==> src/rtl/led_pkg.sv <==
// Shared types and constants for the LED output stage and the pattern generator.
// Contents: default timing constants, duty_t, fade_state_e, max_duty().
package led_pkg;

  localparam int unsigned DEFAULT_NUM_LEDS          = 6;
  localparam int unsigned DEFAULT_PWM_BITS          = 8;
  localparam int unsigned DEFAULT_PRESCALE          = 4;
  localparam int unsigned DEFAULT_FADE_STEP         = 1;
  localparam int unsigned DEFAULT_FADE_STEP_PERIODS = 64;
  localparam int unsigned DEFAULT_WAIT_CYCLES       = 27_000_000 / 4;

  typedef logic [DEFAULT_PWM_BITS-1:0] duty_t;

  typedef enum logic {
    IDLE   = 1'b0,
    FADING = 1'b1
  } fade_state_e;

  // Full-on duty for a given PWM width.
  function automatic int unsigned max_duty(input int unsigned bits);
    return (32'd1 << bits) - 32'd1;
  endfunction

endpackage

==> src/rtl/led_pwm_fader_channel.sv <==
// One LED channel: target/duty registers, saturating ramp, optional gamma map,
// PWM compare to an active-low LED bit.
// Build option: LED_FADER_GAMMA_EN selects a squared (perceptual) duty curve.
// Ports:
//   clk, rst     clock, synchronous active-high reset
//   load, on     load new target (on ? full : zero)
//   ramp         step duty one FADE_STEP toward target
//   pwm_cnt      shared PWM counter
//   led          registered LED pin, active-low
//   done_c       duty equals target
//   differs_c    requested target differs from current duty
module led_pwm_channel
  import led_pkg::*;
#(
  parameter int unsigned PWM_BITS  = DEFAULT_PWM_BITS,
  parameter int unsigned FADE_STEP = DEFAULT_FADE_STEP
) (
  input  logic                clk,
  input  logic                rst,
  input  logic                load,
  input  logic                on,
  input  logic                ramp,
  input  logic [PWM_BITS-1:0] pwm_cnt,
  output logic                led,
  output logic                done_c,
  output logic                differs_c
);

  localparam logic [PWM_BITS-1:0] MAX  = PWM_BITS'(max_duty(PWM_BITS));
  localparam logic [PWM_BITS-1:0] STEP = PWM_BITS'(FADE_STEP);

  logic [PWM_BITS-1:0] target;
  logic [PWM_BITS-1:0] duty;
  logic [PWM_BITS-1:0] diff;
  logic [PWM_BITS-1:0] step;
  logic [PWM_BITS-1:0] duty_next;
  logic [PWM_BITS-1:0] duty_eff;
  logic                lit;

  // Saturating move toward target, never overshooting.
  always_comb begin
    diff      = (target > duty) ? (target - duty) : (duty - target);
    step      = (diff < STEP) ? diff : STEP;
    duty_next = (target > duty) ? (duty + step) : (duty - step);
  end

`ifdef LED_FADER_GAMMA_EN
  logic [2*PWM_BITS-1:0] sq;
  always_comb begin
    sq       = (2*PWM_BITS)'(duty) * (2*PWM_BITS)'(duty);
    duty_eff = (duty == MAX) ? MAX : sq[2*PWM_BITS-1:PWM_BITS];
  end
`else
  assign duty_eff = duty;
`endif

  // Full duty is solid on; otherwise lit while the counter is below duty.
  assign lit       = (duty_eff == MAX) || (pwm_cnt < duty_eff);
  assign done_c    = (duty == target);
  assign differs_c = ((on ? MAX : '0) != duty);

  always_ff @(posedge clk) begin
    if (rst) begin
      target <= '0;
      duty   <= '0;
      led    <= 1'b1;
    end else begin
      if (load) target <= on ? MAX : '0;
      if (ramp) duty   <= duty_next;
      led <= ~lit;
    end
  end

endmodule

==> src/rtl/led_pwm_fader.sv <==
// LED output stage: accepts on/off patterns and fades each active-low LED
// to its new brightness with PWM.
// Build option: LED_FADER_GAMMA_EN (passed through to the channels).
// Ports:
//   clk, rst       clock, synchronous active-high reset
//   pattern        requested on/off pattern, bit i -> LED i
//   pattern_valid  pattern offered
//   pattern_ready  pattern accepted on valid & ready
//   busy           fade in progress
//   led            LED pins, active-low
module led_pwm_fader
  import led_pkg::*;
#(
  parameter int unsigned NUM_LEDS          = DEFAULT_NUM_LEDS,
  parameter int unsigned PWM_BITS          = DEFAULT_PWM_BITS,
  parameter int unsigned PRESCALE          = DEFAULT_PRESCALE,
  parameter int unsigned FADE_STEP         = DEFAULT_FADE_STEP,
  parameter int unsigned FADE_STEP_PERIODS = DEFAULT_FADE_STEP_PERIODS
) (
  input  logic                clk,
  input  logic                rst,
  input  logic [NUM_LEDS-1:0] pattern,
  input  logic                pattern_valid,
  output logic                pattern_ready,
  output logic                busy,
  output logic [NUM_LEDS-1:0] led
);

  localparam int unsigned PS_W = (PRESCALE > 1) ? $clog2(PRESCALE) : 1;
  localparam int unsigned SC_W = (FADE_STEP_PERIODS > 1) ? $clog2(FADE_STEP_PERIODS) : 1;

  logic [PS_W-1:0]     prescaler;
  logic [PWM_BITS-1:0] pwm_cnt;
  logic [SC_W-1:0]     step_cnt;
  logic                tick;
  logic                period_end;
  logic                ramp;
  logic                xfer;
  logic [NUM_LEDS-1:0] done_c;
  logic [NUM_LEDS-1:0] differs_c;
  fade_state_e         state;
  fade_state_e         state_next;

  assign tick       = (prescaler == PS_W'(PRESCALE - 1));
  assign period_end = tick && (pwm_cnt == PWM_BITS'(max_duty(PWM_BITS)));
  assign ramp       = period_end && (step_cnt == SC_W'(FADE_STEP_PERIODS - 1));
  assign xfer       = pattern_valid && pattern_ready;

  // Free-running timebase: prescaler -> PWM counter -> ramp-step counter.
  always_ff @(posedge clk) begin
    if (rst) begin
      prescaler <= '0;
      pwm_cnt   <= '0;
      step_cnt  <= '0;
    end else begin
      prescaler <= tick ? '0 : prescaler + PS_W'(1);
      if (tick) pwm_cnt <= pwm_cnt + PWM_BITS'(1);
      if (period_end) step_cnt <= ramp ? '0 : step_cnt + SC_W'(1);
    end
  end

  for (genvar i = 0; i < NUM_LEDS; i++) begin : g_ch
    led_pwm_channel #(
      .PWM_BITS  (PWM_BITS),
      .FADE_STEP (FADE_STEP)
    ) u_ch (
      .clk       (clk),
      .rst       (rst),
      .load      (xfer),
      .on        (pattern[i]),
      .ramp      (ramp),
      .pwm_cnt   (pwm_cnt),
      .led       (led[i]),
      .done_c    (done_c[i]),
      .differs_c (differs_c[i])
    );
  end

  // State register; ready/busy are registered copies of the next state.
  always_ff @(posedge clk) begin
    if (rst) begin
      state         <= IDLE;
      pattern_ready <= 1'b0;
      busy          <= 1'b0;
    end else begin
      state         <= state_next;
      pattern_ready <= (state_next == IDLE);
      busy          <= (state_next == FADING);
    end
  end

  // Done check sees registered duty, so a final ramp step is seen one cycle later.
  always_comb begin
    state_next = state;
    case (state)
      IDLE:    if (xfer && (|differs_c)) state_next = FADING;
      FADING:  if (&done_c) state_next = IDLE;
      default: state_next = IDLE;
    endcase
  end

endmodule
==> config.mk <==
export PLATFORM = sky130hd
export DESIGN_NAME = led_pwm_fader
export DESIGN_NICKNAME = d
export VERILOG_FILES = /design/src/rtl/led_pkg.sv /design/src/rtl/led_pwm_fader_channel.sv /design/src/rtl/led_pwm_fader.sv
export SDC_FILE = /design/constraint.sdc
export NUM_CORES = 1
export LEC_CHECK = 0
export ABC_AREA = 1
export CELL_PAD_IN_SITES_DETAIL_PLACEMENT = 1
export CELL_PAD_IN_SITES_GLOBAL_PLACEMENT = 2
export CORE_MARGIN = 3
export CORE_UTILIZATION = 33
export CTS_BUF_LIST = sky130_fd_sc_hd__clkbuf_2
export DETAILED_ROUTE_END_ITERATION = 12
export PLACE_DENSITY = 0.8
export SLEW_MARGIN = 5
export SYNTH_ARGS = -nofsm -noshare
export SYNTH_HDL_FRONTEND = slang
export SYNTH_SLANG_ARGS = --single-unit
==> constraint.sdc <==
create_clock -name clk -period 3.9 [get_ports clk]
set_clock_uncertainty 0.1 [all_clocks]
set_input_delay 0.975 -clock clk [delete_from_list [all_inputs] [get_ports clk]]
set_output_delay 0.975 -clock clk [all_outputs]
set_load 0.03 [all_outputs]
==> flow_summary.json <==
{
  "io_pins": 17,
  "h-tree-depth": 3,
  "async_flop_share_pct": 0,
  "cp.required_ns": 4.36,
  "top_layer": "met4",
  "cts_buffers": 9,
  "overflow": 0,
  "drc": 0,
  "met2_wirelength_mm": 19.9,
  "r2r-start": "g_ch[0].u_ch.target[6]$_SDFFE_PP0P_",
  "dieArea_um2": 37500,
  "worstSkewPairLatency_ns": 0.62,
  "grt_pass1_wl_mm": 61.7,
  "synth.area.top_cells": "ha_1, nand2_1, dfxtp_1",
  "viasPerCell": 4.93,
  "fin_nets": 2230,
  "dieHeight_um": 194,
  "antenna_cells": 0,
  "cp-start-kind": "flop",
  "final_util_pct": 43.9,
  "slew_violations": 0,
  "start_util_pct": 33.6,
  "dp_hpwl_mm": 30.9,
  "fmax_ghz": 0.265,
  "cap_violations": 0,
  "synth_area_um2": 11600,
  "syn_to_final_growth_pct": 30.7,
  "yosysMostFrequentCell": "nand2_1",
  "routed_wl_mm": 39.1,
  "synth-main-ff-cell": "dfxtp_1",
  "rsz0062_at_grt": "true",
  "hold_class": "flop to flop",
  "port_buffers": 16,
  "p_leak_nw": 7.73,
  "synth_top_area_cell": "ha_1",
  "peakVddDrop_uv": 128,
  "synth_cell_types": 44,
  "cts_sinks": 78,
  "p_per_area_nw_per_um2": 264,
  "drtIter0Drc": 367,
  "antenna_left": 0,
  "cts_root_buf": "clkbuf_2",
  "synth_commonest_cells": "nand2_1, inv_1, ha_1",
  "synth_edf_count": 0,
  "critPathKind": "flop to flop",
  "grt_max_degree": 49,
  "fillers": 4477,
  "rr_endpoint": "g_ch[0].u_ch.duty[7]$_SDFFE_PP0P_",
  "cts_tree": "built",
  "synth_warnings": 0,
  "hold_start": "prescaler[0]$_SDFF_PP0_",
  "dr_wl_met3_um": 751,
  "layout-drive-gt1-share_pct": 29.0,
  "setup_viol": 0,
  "clock_path_buffers": 2,
  "path_clk_slew_ns": 0.23,
  "synth_top_area_share_pct": 19.7,
  "die_w_um": 194,
  "grtUsageTotal_pct": 19.7,
  "r2r_cells": 27,
  "wl_per_cell_um": 15.8,
  "grt_antenna_before_repair": 0,
  "row_count": 68,
  "wl_met1_mm": 17.6,
  "num_vias": 12200,
  "whs_path_depth": 1,
  "avgSynthCellArea_um2": 6.41,
  "synthCells": 1814,
  "worstPathArrival_ns": 4.23,
  "end_kind": "flop",
  "ys_ff_latch": 78,
  "slew_headroom_pct": 48.9,
  "crit_top_cell": "nand2_1",
  "critPathMaxStageDelay_ns": 0.42,
  "finalPower_mw": 4.01,
  "cp_top_family": "simple AND/OR/NAND/NOR gates",
  "period_minus_slack_ns": 3.77,
  "status": "finished clean",
  "fin_setup_tns_ns": 0,
  "fin_area_um2": 15200,
  "hold_violations": 0,
  "gp_congestion": 0.843,
  "crit_buf_inv": 5,
  "dr.pass1.iters": 4,
  "r2r_slack_ns": 0.13,
  "worst-path-max-fanout": 6,
  "finalCritPeriodShare_pct": 96.7,
  "worst_slew_pin_slew_ns": 0.766,
  "hold_path_end": "prescaler[0]$_SDFF_PP0_",
  "yosysSeqAreaShare_pct": 13.4,
  "place_area_um2": 13500,
  "core-area_um2": 34600,
  "cpMaxStageDelayCell": "dfxtp_4",
  "grt_pass1_vias": 12500
}
per-stage QoR:
step	hold WS [ns]	std cells	setup slack, ns
final	0.357	2480	0.130
after global routing	0.374	2480	-0.162
after global placement	0.312	2426	-0.0716
after detailed placement	0.335	2426	-0.146
after CTS	0.362	2446	-0.00711
after floorplan	0.304	1819	0.0120
timing repair:
action,4_1_cts,5_1_grt
pin swaps,4,98
setup buffers,4,32
gates resized for setup,34,292
cloned,0,2
setup endpoints to repair,15,23
hold buffers,0,0
flip-flops by register name, summed over array words and instances (netlist names):
| register | count |
|---|---|
| g_ch.u_ch.duty | 48 |
| step_cnt | 6 |
| prescaler | 2 |
| pwm_cnt | 8 |
| g_ch.u_ch.target | 6 |
| g_ch.u_ch.led | 6 |
| state | 1 |
| pattern_ready | 1 |
how the worst max path moves through the flow:
| stage | start | to | slack [ns] | cells after the start |
|---|---|---|---|---|
| 3_3_place_gp | g_ch[0].u_ch.duty[0]$_SDFFE_PP0P_ | g_ch[0].u_ch.duty[5]$_SDFFE_PP0P_ | -0.07 | 24 |
| 2_1_floorplan | g_ch[3].u_ch.target[6]$_SDFFE_PP0P_ | g_ch[3].u_ch.duty[5]$_SDFFE_PP0P_ | 0.01 | 25 |
| 5_1_grt | g_ch[0].u_ch.target[6]$_SDFFE_PP0P_ | g_ch[0].u_ch.duty[6]$_SDFFE_PP0P_ | -0.16 | 29 |
| 4_1_cts | g_ch[0].u_ch.target[6]$_SDFFE_PP0P_ | g_ch[0].u_ch.duty[7]$_SDFFE_PP0P_ | -0.007 | 26 |
| 6_report | g_ch[0].u_ch.target[6]$_SDFFE_PP0P_ | g_ch[0].u_ch.duty[7]$_SDFFE_PP0P_ | 0.13 | 27 |
| 3_5_place_dp | g_ch[0].u_ch.duty[0]$_SDFFE_PP0P_ | g_ch[0].u_ch.duty[7]$_SDFFE_PP0P_ | -0.15 | 25 |
routing by layer:
metal | up-vias | global-route usage (%)
met5 | - | 0
met4 | 0 | 4.42
met3 | 44 | 2.12
met2 | 106 | 36.3
met1 | 5833 | 24.6
li1 | 6254 | -
area by class of cell:
cell class              instances  area (µm²)  share of cell area (%)
clock buffers                  10        50.0                   0.329
clock inverters                 6        28.8                   0.189
inverters                     319        1220                    8.04
multi-input cells            1377        9840                    64.8
flip-flops and latches         78        1610                    10.6
well taps                     455         569                    3.75
repair buffers                235        1880                    12.3
kinds of logic after synthesis:
kind of cell / share of synthesized area, %
flip-flops: 13.4
XOR/XNOR: 4.22
other: 0.0322
adder cells (fa/ha/maj): 22.8
AND/OR/NAND/NOR: 34.6
buffers and inverters: 12.9
AO/OA/AOI/OAI: 12.1
where the power goes:
part,total (mW),switching [mW],internal [mW]
clock,0.411,0.333,0.0780
sequential,0.826,0.0155,0.810
combinational,2.77,1.60,1.17
total,4.01,1.95,2.06
cell usage in the layout (no fill, tap or decap), types with 15 or more instances in the layout:
master	netlist	routed
o21ai_0	68	56
xnor2_1	23	23
dfxtp_2	0	18
inv_2	10	30
nand2_2	29	61
nand3_1	131	117
clkdlybuf4s50_1	0	16
ha_4	0	46
inv_1	309	281
nand2_1	487	447
fa_2	0	17
nand4_1	38	38
a21oi_2	5	42
nor4_1	15	15
buf_4	10	207
ha_1	183	127
a21oi_1	146	105
nor2_1	71	64
nand3_2	7	21
dfxtp_1	78	54
xor2_1	33	33
Power figures use the tool's default switching activity.
